--- src/rtl/counter_bus_master.sv ---
// rtl/counter_bus_master.sv - host-side sequencer for a loadable counter on a shared bidirectional bus
//
// Accepts one command at a time (LOAD, READ, LOAD_VERIFY, RUN) and turns it
// into a timed sequence on the counter's en/load/oe pins and the shared data bus.
// It returns one response pulse per command. A dead cycle always separates
// host drive from counter drive.
//
// Ports:
//   clk, rst             clock, synchronous active-high reset
//   cmd_valid/cmd_ready  command handshake; ready only in IDLE
//   cmd_op, cmd_data     opcode and load value / run length
//   rsp_valid            one-cycle response pulse
//   rsp_data, rsp_err    response value and verify-mismatch flag
//   cnt_en, cnt_load     counter count enable and load strobe
//   cnt_oe               counter drives the bus
//   bus_out, bus_oe      host drive value and per-bit drive enable
//   bus_in               bus value as seen by this block
module counter_bus_master #(
  parameter int DATA_W = 8,
  parameter int SETTLE = 1
) (
  input  logic              clk,
  input  logic              rst,
  input  logic              cmd_valid,
  output logic              cmd_ready,
  input  logic [1:0]        cmd_op,
  input  logic [DATA_W-1:0] cmd_data,
  output logic              rsp_valid,
  output logic [DATA_W-1:0] rsp_data,
  output logic              rsp_err,
  output logic              cnt_en,
  output logic              cnt_load,
  output logic              cnt_oe,
  output logic [DATA_W-1:0] bus_out,
  output logic [DATA_W-1:0] bus_oe,
  input  logic [DATA_W-1:0] bus_in
);

  typedef enum logic [2:0] {
    S_IDLE, S_DRIVE, S_LOAD, S_TURN1, S_READ, S_TURN2, S_RUN, S_DONE
  } state_t;

  localparam logic [1:0] OP_LOAD = 2'd0;
  localparam logic [1:0] OP_READ = 2'd1;
  localparam logic [1:0] OP_LV   = 2'd2;
  localparam logic [1:0] OP_RUN  = 2'd3;

  // Read window lasts SETTLE+1 cycles; counter runs 0..SETTLE.
  localparam int RD_W = $clog2(SETTLE + 2);
  localparam logic [RD_W-1:0] RD_LAST = RD_W'(SETTLE);

  state_t            state, state_nx;
  logic [1:0]        op_q;
  logic [DATA_W-1:0] data_q;
  logic [DATA_W-1:0] sample_q;
  logic [DATA_W-1:0] run_q;
  logic [RD_W-1:0]   rd_q;
  logic              accept;
  logic              host_drive;

  assign cmd_ready = (state == S_IDLE);
  assign accept    = cmd_valid & cmd_ready;

  always_comb begin
    state_nx   = state;
    host_drive = 1'b0;
    cnt_en     = 1'b0;
    cnt_load   = 1'b0;
    cnt_oe     = 1'b0;
    rsp_valid  = 1'b0;
    case (state)
      S_IDLE: begin
        if (accept) begin
          case (cmd_op)
            OP_LOAD, OP_LV: state_nx = S_DRIVE;
            OP_READ:        state_nx = S_READ;
            default:        state_nx = (cmd_data == '0) ? S_DONE : S_RUN;
          endcase
        end
      end
      S_DRIVE: begin
        host_drive = 1'b1;
        state_nx   = S_LOAD;
      end
      S_LOAD: begin
        host_drive = 1'b1;
        cnt_load   = 1'b1;
        state_nx   = S_TURN1;
      end
      S_TURN1: state_nx = (op_q == OP_LV) ? S_READ : S_DONE;
      S_READ: begin
        cnt_oe = 1'b1;
        if (rd_q == RD_LAST) state_nx = S_TURN2;
      end
      S_TURN2: state_nx = S_DONE;
      S_RUN: begin
        cnt_en = 1'b1;
        if (run_q == DATA_W'(1)) state_nx = S_DONE;
      end
      S_DONE: begin
        rsp_valid = 1'b1;
        state_nx  = S_IDLE;
      end
      default: state_nx = S_IDLE;
    endcase
  end

  assign bus_oe = {DATA_W{host_drive}};

  always_ff @(posedge clk) begin
    if (rst) begin
      state    <= S_IDLE;
      op_q     <= OP_LOAD;
      data_q   <= '0;
      sample_q <= '0;
      run_q    <= '0;
      rd_q     <= '0;
      bus_out  <= '0;
      rsp_data <= '0;
      rsp_err  <= 1'b0;
    end else begin
      state <= state_nx;

      if (accept) begin
        op_q   <= cmd_op;
        data_q <= cmd_data;
        run_q  <= cmd_data;
        // bus_out only follows load-type commands so it keeps the last load value.
        if (cmd_op == OP_LOAD || cmd_op == OP_LV) bus_out <= cmd_data;
      end

      if (state == S_RUN) run_q <= run_q - DATA_W'(1);

      if (state == S_READ) begin
        rd_q <= rd_q + RD_W'(1);
        if (rd_q == RD_LAST) sample_q <= bus_in;
      end else begin
        rd_q <= '0;
      end

      // Response registers change only on the edge into DONE and hold afterwards.
      if (state_nx == S_DONE && state != S_DONE) begin
        if (state == S_IDLE) begin
          // RUN with N=0 goes straight from IDLE; op_q is not yet valid here.
          rsp_data <= cmd_data;
          rsp_err  <= 1'b0;
        end else begin
          rsp_data <= (op_q == OP_READ || op_q == OP_LV) ? sample_q : data_q;
          rsp_err  <= (op_q == OP_LV) && (sample_q != data_q);
        end
      end
    end
  end

endmodule

--- config.mk ---
export PLATFORM = sky130hd
export DESIGN_NAME = counter_bus_master
export DESIGN_NICKNAME = d
export VERILOG_FILES = /design/src/rtl/counter_bus_master.sv
export SDC_FILE = /design/constraint.sdc
export NUM_CORES = 1
export LEC_CHECK = 0
export CAP_MARGIN = 15
export CORE_ASPECT_RATIO = 1.1
export CORE_MARGIN = 2
export CORE_UTILIZATION = 40
export DETAILED_ROUTE_END_ITERATION = 16
export PLACE_DENSITY = 0.65
export SLEW_MARGIN = 20
export SYNTH_ARGS = -nofsm -noshare
export SYNTH_HDL_FRONTEND = slang
export SYNTH_SLANG_ARGS = --single-unit
--- constraint.sdc ---
create_clock -name clk -period 5.7 [get_ports clk]
set_input_delay 1.425 -clock clk [delete_from_list [all_inputs] [get_ports clk]]
set_output_delay 1.425 -clock clk [all_outputs]
set_load 0.1 [all_outputs]
==> summary.log, run 1 <==
qor: placed_design.gp_weighted_congestion 0.7797
qor: worst_setup_path.path_class reg2out
qor: clocking.cts.reportedPaths.clkPinSlew 80 ps
qor: sta.max_clock_freq 0.2338 GHz
qor: clocking.cts.hold.buffers_added 0
qor: synthesis.netlist_instances 289
qor: worst_setup_path.regToRegSetupSlack 3000 ps
qor: drt.post-route-drc-count 0
qor: clocking.cts_root_buffer sky130_fd_sc_hd__clkbuf_8
qor: worst_setup_path.rr_startpoint state[2]$_SDFF_PP0_
qor: sta.setup_viol_count_final 0
qor: power.power.share.combinational 61.6%
qor: placed_design.dp_slack 1763 ps
qor: worst_setup_path.critical_path.startpoint_type flop
qor: sta.max_slew_margin 33.10%
qor: sta.fin_skew 7.431 ps
qor: clocking.clock-sinks 48
qor: drt.wl_per_cell 14.67 µm
qor: drt.drt_iter0_drc 143
qor: placed_design.detailed_place_hpwl 4.091 mm
qor: sta.timing.setup.tns 0 ps
qor: worst_setup_path.worstSetupStartpoint state[2]$_SDFF_PP0_
qor: synthesis.synth_enable_flop_cells 0
qor: floorplanning.placement_rows 29
qor: hold_path.hold_path.class reg2reg
qor: clocking.cts_repair_resize_count 0
qor: placed_design.port_buffers 50
qor: power.power.sequential.fraction 26.1%
qor: grt.grt_use_total 17.82%
qor: synthesis.syn-mean-instance-area 8.269 µm²
qor: clocking.cts.path.max_buffers 2
qor: synthesis.ys_seq_elements 48
qor: job.max-cap-violations 0
qor: grt.number_of_global_route_vias_before_repair 1843
qor: sta.post-route-worst-setup-slack 1423 ps
qor: sta.slew_violations 0
qor: power.p_switching 0.0009807 W
qor: synthesis.postSynth.topFlopCell sky130_fd_sc_hd__dfxtp_1
qor: sta.tightestPinTransition 1004 ps
qor: outcome.outcome complete, no violations
qor: clocking.clkLatencyLatePin 310 ps
qor: floorplanning.floorplan.die.width 77.70 µm
qor: worst_setup_path.end_kind primary output
qor: layout.area_growth_from_synthesis_to_layout 23.66%
qor: grt.globalRouteOverflowTotal 0
qor: drt.antenna_left 0
qor: sta.fin_crit_sh 75.04%
qor: grt.grt_start_max_net_pins 57
qor: floorplanning.top_level_port_count 51
qor: synthesis.yosysWarningCount 0
qor: synthesis.mappedNetlistNets 314
qor: sta.post-route-min-period 4277 ps
qor: power.power_frac_clock 12.3%
qor: layout.layout.nets 345
qor: synthesis.synthesized_cell_area 0.002390 mm²
qor: clocking.clock_tree.htree_level_count 2
qor: layout.multiInputGateArea 0.001271 mm²
qor: worst_setup_path.worst_path_dominant_cell_family buffers and inverters
qor: power.power.density 589.8 mW/mm²
qor: sta.setup_repair_after_global_routing_missed_its_margin no
qor: worst_setup_path.timing.critical_path.cells nor3_2 > clkdlybuf4s50_1
qor: worst_setup_path.cp.required 4280 ps
qor: worst_setup_path.critical-path-max-stage-delay 1290 ps
qor: drt.wl 5.839 mm
qor: clocking.cts_made_buffers 5
qor: power.power.switching_fraction 56.26%
qor: floorplanning.design.die.area 0.006609 mm²
qor: layout.drive_above_1_share 5.607%
qor: worst_setup_path.critical_path.n_buffers_inverters 1
qor: drt.detailroute.via_count 2074
qor: layout.seq_area 960.9 µm²
qor: power.vdd_drop_max 0.0005156 V
qor: sta.hold_viol_final 0
qor: clocking.post-cts-setup-buffers 0
qor: clocking.tritoncts yes
qor: floorplanning.die_h 85.07 µm
qor: layout.fillers 556
qor: grt.number_of_antenna_violations_at_the_first_check_in_global_routing 0
qor: floorplanning.core_region_area 0.005769 mm²
qor: synthesis.yosysSeqAreaShare 40.21%
qor: drt.avgViaCountPerCell 5.211
qor: grt.grt_first_pass_wirelength 9.149 mm
qor: synthesis.number_of_distinct_standard_cells_referenced_by_the_synthesized_netlist 46
qor: worst_setup_path.worstPathArrival 2850 ps
qor: floorplanning.floorplan.initialDensity 41.42%
qor: layout.ant_diodes 0
qor: worst_setup_path.worstPathMaxFanout 19
qor: synthesis.synthArstFlopShare 0%
qor: drt.drtPass1Iterations 4
qor: hold_path.hold_start rd_q[0]$_SDFF_PP0_
qor: power.cellInternalPower 0.0007623 W
qor: worst_setup_path.cpMaxStageDelayCell sky130_fd_sc_hd__clkdlybuf4s50_1
qor: power.power_leakage 1.084 nW
## per-layer routing
layer	share of wire, %	wire length (µm)	up-vias	GRT usage (%)
li1	-	-	1072	-
met1	47	2747	947	24.39
met2	47	2738	48	27.43
met3	4.6	267	7	3.936
met4	1.5	85	0	6.818
met5	0	0	-	0
## cell usage after synthesis (2+ instances only)
cell type	number	share of area [%]
sky130_fd_sc_hd__o41ai_1	8	2.9
sky130_fd_sc_hd__nand2b_1	3	0.79
sky130_fd_sc_hd__nor3_1	5	1.0
sky130_fd_sc_hd__inv_1	7	1.1
sky130_fd_sc_hd__o21a_1	2	0.63
sky130_fd_sc_hd__and2_1	3	0.79
sky130_fd_sc_hd__nor4_1	3	0.79
sky130_fd_sc_hd__nor2b_1	8	2.1
sky130_fd_sc_hd__a31oi_1	6	1.6
sky130_fd_sc_hd__dfxtp_1	48	40
sky130_fd_sc_hd__ha_1	4	2.1
sky130_fd_sc_hd__nor2_1	24	3.8
sky130_fd_sc_hd__nand2_1	34	5.3
sky130_fd_sc_hd__xor2_1	8	2.9
sky130_fd_sc_hd__clkbuf_1	12	1.9
sky130_fd_sc_hd__nand3_1	6	1.3
sky130_fd_sc_hd__o211ai_1	3	0.94
sky130_fd_sc_hd__nand4_1	2	0.52
sky130_fd_sc_hd__o21ai_0	14	2.9
sky130_fd_sc_hd__or3_1	3	0.79
sky130_fd_sc_hd__buf_4	8	2.5
sky130_fd_sc_hd__o21ai_1	4	0.84
sky130_fd_sc_hd__buf_2	7	1.5
sky130_fd_sc_hd__mux2i_1	16	6.7
sky130_fd_sc_hd__a21oi_1	30	6.3
## worst reg2reg max path, stage by stage, from the launching register on
cell and delay, ps:
sky130_fd_sc_hd__dfxtp_1 450, sky130_fd_sc_hd__nor3_2 800, sky130_fd_sc_hd__and2_1 550, sky130_fd_sc_hd__a211oi_4 260, sky130_fd_sc_hd__or3_1 420, sky130_fd_sc_hd__a21oi_1 150
## per-stage QoR
stage	power (W)	util, %	cell area [µm²]	std cells	hold WS [ps]
6_report	0.001743	51.23	2955	398	435.3
5_1_grt	0.001835	51.23	2955	398	482.2
4_1_cts	0.001744	51.10	2948	398	440.1
3_5_place_dp	0.001530	49.47	2854	390	424.2
3_3_place_gp	0.001523	49.47	2854	390	418.5
2_1_floorplan	0.001363	-	2390	289	404.8
## final cells by class
cell class	count	area share, %
repair buffers	51	17.02
multi-input cells	206	43.01
well taps	77	3.260
clock inverters	1	0.2540
flip-flops and latches	48	32.51
clock buffers	7	2.921
inverters	8	1.016
## worst paths after layout
path	end	cells past startpoint
setup / recovery	cmd_ready	2
hold / removal	rd_q[0]$_SDFF_PP0_	1
setup reg to reg	rsp_err$_SDFFE_PP0P_	5
hold reg to reg	rd_q[0]$_SDFF_PP0_	1
## cells in the final DEF (no fill, tap or decap), drive strengths merged, types with 5 or more instances in the layout
cell | Yosys | layout
clkdlybuf4s50 | 0 | 49
dfxtp | 48 | 48
nand2 | 34 | 34
a21oi | 30 | 30
nor2 | 24 | 24
o21ai | 18 | 18
mux2i | 16 | 16
o41ai | 9 | 9
nor2b | 8 | 8
xor2 | 8 | 8
inv | 7 | 7
clkbuf | 12 | 7
nand3 | 6 | 6
a31oi | 6 | 6
nor3 | 5 | 5
## sequential cells by signal, indices dropped and copies added (netlist names)
name and cells:
rsp_err 1, run_q 8, rsp_data 8, rd_q 2, bus_out 8, data_q 8
op_q 2, sample_q 8, state 3
## power by group through the flow
| stage | Clock [W] | Sequential [W] | Combinational (W) |
|---|---|---|---|
| after floorplan | 0 | 0.000542 | 0.000821 |
| after global placement | 0 | 0.000458 | 0.00106 |
| after detailed placement | 0 | 0.000461 | 0.00107 |
| after CTS | 0.000220 | 0.000454 | 0.00107 |
| after global routing | 0.000237 | 0.000465 | 0.00113 |
| final | 0.000215 | 0.000455 | 0.00107 |
## cells by family after synthesis
logic type,after synthesis,synth area share [%]
xor gates and xnor gates,9,3.299
DFF,48,40.21
adders and majority gates,4,2.094
and+or+nand+nor,99,19.95
AOI/OAI and AO/OA,77,20.16
muxes,17,7.173
buffers and inverters,35,7.120
(Power assumes the default switching activity.)
==> run 2, diff against run 1 <==
==> constraint.sdc (replaced) <==
create_clock -name clk -period 4.3 [get_ports clk]
set_input_delay 1.075 -clock clk [delete_from_list [all_inputs] [get_ports clk]]
set_output_delay 1.075 -clock clk [all_outputs]
set_load 0.1 [all_outputs]
==> run 2 against run 1 <==
  * Global-route usage is 0.12 points higher
  * Clock skew is 3.9 ps lower
  * Sequential share of layout area down 0.096 points
  * Non-clock buffer count up 3
  * Sequential cell count stayed put
  * Die area unchanged
  * Count of clock-buffer cells in the layout fell by 1
  * Sequential power up 33%
  * Final area is 0.30% higher
  * Critical path depth did not move
  * Register-to-register slack lost 1100 ps
  * Via count rose by 2.4%
  * Critical endpoint is now rsp_valid
  * Highest routed layer unchanged
==> summary.log, run 2 (same netlist as run 1, synthesis figures left out) <==
qor: worst_setup_path.timing.critical_path.cells and3_1 > clkdlybuf4s50_1
qor: layout.drive_above_1_share 9.877% [+4.3 points]
qor: drt.drtPass1Iterations 5 [+1]
qor: layout.layout.cells.most_common_list sky130_fd_sc_hd__dfxtp_1, sky130_fd_sc_hd__clkdlybuf4s50_1, sky130_fd_sc_hd__nand2_1
qor: placed_design.detailed_place_hpwl 4.149 mm [+1.4%]
qor: power.power_frac_clock 13.8% [+1.5 points]
qor: grt.grt_first_pass_wirelength 9.439 mm [+3.2%]
qor: clocking.cts.hold.buffers_added 0 [unchanged]
qor: placed_design.gp_weighted_congestion 0.7884 [+1.1%]
qor: placed_design.port_buffers 50 [unchanged]
qor: clocking.cts_repair_resize_count 0 [unchanged]
qor: grt.grt_use_total 17.94% [+0.12 points]
qor: drt.avgViaCountPerCell 5.294 [+1.6%]
qor: sta.fin_crit_sh 77.50%
qor: layout.ant_diodes 0 [unchanged]
qor: clocking.post-cts-setup-buffers 0 [unchanged]
qor: sta.max_clock_freq 0.3001 GHz
qor: floorplanning.core_region_area 0.005769 mm² [unchanged]
qor: grt.number_of_antenna_violations_at_the_first_check_in_global_routing 0 [unchanged]
qor: sta.post-route-min-period 3333 ps
qor: floorplanning.top_level_port_count 51 [unchanged]
qor: worst_setup_path.path_class reg2out
qor: hold_path.hold_path.class reg2reg
qor: layout.layout.nets 348 [+0.87%]
qor: sta.setup_repair_after_global_routing_missed_its_margin no
qor: power.power.sequential.fraction 25.7% [-0.4 points]
qor: sta.timing.setup.tns 0 ps [unchanged]
qor: sta.holdWs 429.7 ps [-5.554 ps]
qor: power.power.density 793.0 mW/mm² [+34%]
qor: power.power.switching_fraction 55.66% [-0.60 points]
qor: drt.antenna_left 0 [unchanged]
qor: worst_setup_path.cpMaxStageDelayCell sky130_fd_sc_hd__clkdlybuf4s50_1
qor: floorplanning.design.die.area 0.006609 mm² [unchanged]
qor: power.power_leakage 1.126 nW [+3.8%]
qor: clocking.clkLatencyLatePin 300 ps [about the same]
qor: drt.drt_iter0_drc 146 [+2.1%]
qor: worst_setup_path.worstPathArrival 2260 ps [-590 ps]
qor: sta.setup_viol_count_final 0 [unchanged]
qor: clocking.tritoncts yes
qor: sta.slew_violations 0 [unchanged]
qor: floorplanning.floorplan.die.width 77.70 µm [unchanged]
qor: grt.globalRouteOverflowTotal 0 [unchanged]
qor: worst_setup_path.critical_path.startpoint_type flop
qor: clocking.clock_tree.htree_level_count 2 [unchanged]
qor: worst_setup_path.cp.required 3220 ps [-1060 ps]
qor: drt.post-route-drc-count 0 [unchanged]
qor: sta.max_slew_margin 32.25% [-0.85 points]
qor: clocking.cts.reportedPaths.clkPinSlew 90 ps [about the same]
qor: clocking.cts_made_buffers 5 [unchanged]
qor: sta.tightestPinTransition 1016 ps [+12.77 ps]
qor: power.cellInternalPower 0.001042 W [+37%]
qor: drt.wl 5.881 mm [+0.72%]
qor: floorplanning.floorplan.initialDensity 41.42% [unchanged]
qor: power.p_switching 0.001308 W [+33%]
qor: outcome.outcome complete, no violations
qor: worst_setup_path.worstPathMaxFanout 14 [-5]
qor: drt.wl_per_cell 14.67 µm [about the same]
qor: layout.fillers 543 [-2.3%]
qor: worst_setup_path.end_kind primary output
qor: grt.grt_start_max_net_pins 57 [unchanged]
qor: drt.detailroute.via_count 2123 [+2.4%]
qor: layout.layout_commonest_cell sky130_fd_sc_hd__dfxtp_1
qor: layout.seq_area 960.9 µm² [unchanged]
qor: sta.hold_viol_final 0 [unchanged]
qor: sta.fin_skew 3.498 ps [-3.933 ps]
qor: floorplanning.placement_rows 29 [unchanged]
qor: layout.area_growth_from_synthesis_to_layout 24.03%
qor: worst_setup_path.regToRegSetupSlack 1880 ps [-1120 ps]
qor: power.total_power 0.002351 W [+35%]
qor: clocking.cts.path.max_buffers 2 [unchanged]
qor: grt.number_of_global_route_vias_before_repair 1949 [+5.8%]
qor: clocking.clock-sinks 48 [unchanged]
qor: layout.multiInputGateArea 0.001271 mm² [unchanged]
qor: power.power.share.combinational 60.5% [-1.1 points]
qor: floorplanning.die_h 85.07 µm [unchanged]
qor: worst_setup_path.critical-path-max-stage-delay 1120 ps [-170 ps]
qor: clocking.cts_root_buffer sky130_fd_sc_hd__clkbuf_8
qor: job.max-cap-violations 0 [unchanged]
qor: power.vdd_drop_max 0.0009261 V [+80%]
==> run 2: layout make-up <==
class | instances | area share (%)
tap | 77 | 3.250
multi-input combinational | 206 | 42.89
inverter | 8 | 1.013
sequential | 48 | 32.42
clock inverter | 2 | 1.182
clock buffer | 6 | 2.448
timing repair buffer | 54 | 16.80
==> run 2: final timing paths <==
check | from | endpoint | cells past startpoint
hold reg to reg | rd_q[0]$_SDFF_PP0_ | rd_q[0]$_SDFF_PP0_ | 1
setup reg to reg | state[2]$_SDFF_PP0_ | rsp_err$_SDFFE_PP0P_ | 5
hold / removal | rd_q[0]$_SDFF_PP0_ | rd_q[0]$_SDFF_PP0_ | 1
setup / recovery | state[2]$_SDFF_PP0_ | rsp_valid | 2
==> run 2: metrics by stage <==
stage | util (%) | setup slack, ps | cell area (µm²) | instances
detailed placement | 49.38 | 916.7 | 2849 | 393
finish | 51.38 | 967.4 | 2964 | 401
global placement | 49.38 | 955.2 | 2849 | 393
CTS | 51.25 | 969.4 | 2957 | 401
global route | 51.38 | 861.6 | 2964 | 401
floorplan | - | 508.0 | 2390 | 289
==> run 2: metal layers <==
layer	global-route usage, %	share of wire, %	up-vias	wire (µm)
li1	-	-	1083	-
met5	0	0	-	0
met2	28.84	47	64	2763
met4	6.169	1.1	0	65
met3	2.979	4.6	6	268
met1	24.43	47	970	2784
==> run 2: power by group through the flow <==
stage | clock [W] | combinational [W] | sequential, W
floorplan | 0 | 0.00109 | 0.000719
global placement | 0 | 0.00141 | 0.000610
detailed placement | 0 | 0.00141 | 0.000614
CTS | 0.000331 | 0.00142 | 0.000604
global route | 0.000350 | 0.00149 | 0.000618
finish | 0.000324 | 0.00142 | 0.000605
==> run 2: critical path: cells and delay by family (launching register included) <==
family / cells / cell delay [ps]
DFF: 1 / 610
and+or+nand+nor: 1 / 220
buffers and inverters: 1 / 1120
==> run 3, diff against run 2 <==
==> constraint.sdc (replaced) <==
create_clock -name clk -period 3.34 [get_ports clk]
set_input_delay 0.835 -clock clk [delete_from_list [all_inputs] [get_ports clk]]
set_output_delay 0.835 -clock clk [all_outputs]
set_load 0.1 [all_outputs]
==> run 3 against run 2 <==
  * Setup slack worse by 340 ps
  * Die area unchanged
  * Critical path type is now in2reg
  * Non-clock buffer count up 7
  * Critical endpoint is now rsp_data[6]$_SDFFE_PP0P_
==> summary.log, run 3 (same netlist as run 1, synthesis figures left out) <==
qor: worst_setup_path.cp.required 3550 ps [+330 ps]
qor: sta.max_slew_margin 45.18% [+13 points]
qor: floorplanning.top_level_port_count 51 [unchanged]
qor: drt.drt_iter0_drc 150 [+2.7%]
qor: floorplanning.placement_rows 29 [unchanged]
qor: layout.layout.nets 355 [+2.0%]
qor: layout.drive_above_1_share 18.13% [+8.3 points]
qor: power.power_frac_clock 14.3% [+0.5 points]
qor: outcome.outcome complete, no violations
qor: drt.met1_wire_length 2.817 mm [+1.2%]
qor: drt.wl_met2 2.797 mm [+1.2%]
qor: drt.post-route-drc-count 0 [unchanged]
qor: drt.antenna_left 0 [unchanged]
qor: worst_setup_path.end_kind flop
qor: sta.tightestPinTransition 820.8 ps [-195.5 ps]
qor: sta.setup_repair_after_global_routing_missed_its_margin no
qor: floorplanning.core_region_area 0.005769 mm² [unchanged]
qor: power.power.switching_fraction 54.71% [-0.96 points]
qor: placed_design.gp_weighted_congestion 0.7875 [-0.11%]
qor: clocking.post-cts-setup-buffers 0 [unchanged]
qor: clocking.cts_made_buffers 5 [unchanged]
qor: floorplanning.design.die.area 0.006609 mm² [unchanged]
qor: job.max-cap-violations 0 [unchanged]
qor: power.power.sequential.fraction 25.2% [-0.5 points]
qor: power.vdd_drop_max 0.001014 V [+9.5%]
qor: clocking.cts_repair_resize_count 0 [unchanged]
qor: clocking.cts.reportedPaths.clkPinSlew 90 ps [about the same]
qor: grt.number_of_antenna_violations_at_the_first_check_in_global_routing 0 [unchanged]
qor: drt.avgViaCountPerCell 5.199 [-1.8%]
qor: worst_setup_path.worstPathMaxFanout 15 [+1]
qor: grt.grt_start_max_net_pins 42 [-26%]
qor: drt.wl_per_cell 14.43 µm [-1.6%]
qor: clocking.clkLatencyLatePin 310 ps [about the same]
qor: power.cellInternalPower 0.001401 W [+34%]
qor: grt.number_of_global_route_vias_before_repair 2006 [+2.9%]
qor: sta.timing.setup.tns 0 ps [unchanged]
qor: sta.post-route-min-period 2711 ps
qor: worst_setup_path.path_class in2reg
qor: hold_path.hold_path.class reg2reg
qor: drt.drtPass1Iterations 4 [-1]
qor: placed_design.detailed_place_hpwl 4.345 mm [+4.7%]
qor: layout.ant_diodes 0 [unchanged]
qor: placed_design.port_buffers 50 [unchanged]
qor: power.power.density 1034 mW/mm² [+30%]
qor: clocking.cts.hold.buffers_added 0 [unchanged]
qor: sta.slew_violations 0 [unchanged]
qor: worst_setup_path.critical_path.startpoint_type input port
qor: sta.max_clock_freq 0.3688 GHz
qor: clocking.cts.path.max_buffers 2 [unchanged]
qor: power.power_leakage 1.208 nW [+7.4%]
qor: grt.grt_first_pass_wirelength 9.867 mm [+4.5%]
qor: floorplanning.floorplan.die.width 77.70 µm [unchanged]
qor: grt.globalRouteOverflowTotal 0 [unchanged]
qor: drt.route.met3.wl 196 µm [-27%]
qor: worst_setup_path.worstPathArrival 2920 ps [+660 ps]
qor: clocking.cts_root_buffer sky130_fd_sc_hd__clkbuf_8
qor: sta.fin_skew 14.01 ps [+10.51 ps]
qor: drt.detailroute.via_count 2121 [-0.094%]
qor: layout.area_growth_from_synthesis_to_layout 25.24%
qor: sta.fin_crit_sh 81.17%
qor: power.p_switching 0.001693 W [+29%]
qor: sta.holdWs 441.0 ps [+11.32 ps]
qor: sta.hold_viol_final 0 [unchanged]
qor: clocking.clock_tree.htree_level_count 2 [unchanged]
qor: floorplanning.floorplan.initialDensity 41.42% [unchanged]
qor: layout.layout.cells.most_common_list sky130_fd_sc_hd__dfxtp_1, sky130_fd_sc_hd__buf_4, sky130_fd_sc_hd__nand2_1
qor: drt.wl 5.887 mm [+0.10%]
qor: clocking.clock-sinks 48 [unchanged]
qor: grt.grt_use_total 18.73% [+0.79 points]
qor: clocking.tritoncts yes
qor: floorplanning.die_h 85.07 µm [unchanged]
qor: layout.layout_commonest_cell sky130_fd_sc_hd__dfxtp_1
qor: sta.setup_viol_count_final 0 [unchanged]
qor: drt.routed.top_layer met4
qor: power.power.share.combinational 60.5% [about the same]
run 3: path summary, 6_finish.rpt:
path,depth (start not counted),startpoint,to,slack (ps)
setup / recovery,6,cmd_op[1],rsp_data[6]$_SDFFE_PP0P_,630
hold reg to reg,1,rd_q[0]$_SDFF_PP0_,rd_q[0]$_SDFF_PP0_,440
hold / removal,1,rd_q[0]$_SDFF_PP0_,rd_q[0]$_SDFF_PP0_,440
setup reg to reg,5,state[2]$_SDFF_PP0_,rsp_data[6]$_SDFFE_PP0P_,1030
run 3: power by group through the flow:
stage,registers (W),clock network [W],logic (W)
after floorplan,0.000926,0,0.00140
after global placement,0.000789,0,0.00186
after detailed placement,0.000792,0,0.00187
after CTS,0.000779,0.000453,0.00187
after global routing,0.000799,0.000470,0.00197
final,0.000780,0.000441,0.00187
run 3: worst max-delay path, stage by stage:
cell and delay (ps):
sky130_fd_sc_hd__clkdlybuf4s50_1 530, sky130_fd_sc_hd__or4b_1 460, sky130_fd_sc_hd__o41ai_2 310, sky130_fd_sc_hd__a211oi_2 250
sky130_fd_sc_hd__buf_4 220, sky130_fd_sc_hd__o41ai_1 310
run 3: stage by stage:
stage | std cells | utilization (%) | power [W] | area (µm²) | worst slack, ps
5_1_grt | 408 | 51.88 | 0.003242 | 2993 | 476.6
4_1_cts | 408 | 51.88 | 0.003105 | 2993 | 627.8
3_3_place_gp | 400 | 49.77 | 0.002645 | 2872 | 356.4
2_1_floorplan | 289 | - | 0.002330 | 2395 | 788.4
6_report | 408 | 51.88 | 0.003094 | 2993 | 628.8
3_5_place_dp | 400 | 49.77 | 0.002662 | 2872 | 309.5
run 3: cell type report:
class                           instances  area, µm²
Clock buffer                            6      82.58
Clock inverter                          2      38.79
Fill cell                             555       2776
Inverter                                8      30.03
Multi-Input combinational cell        206       1269
Sequential cell                        48      960.9
Tap cell                               77      96.34
Timing Repair Buffer                   61      515.5
run 3: per-layer routing:
| metal | vias up | global-route usage (%) |
|---|---|---|
| met5 | - | 0 |
| met4 | 0 | 5.357 |
| met3 | 7 | 3.617 |
| met2 | 42 | 31.35 |
| met1 | 981 | 24.57 |
| li1 | 1091 | - |
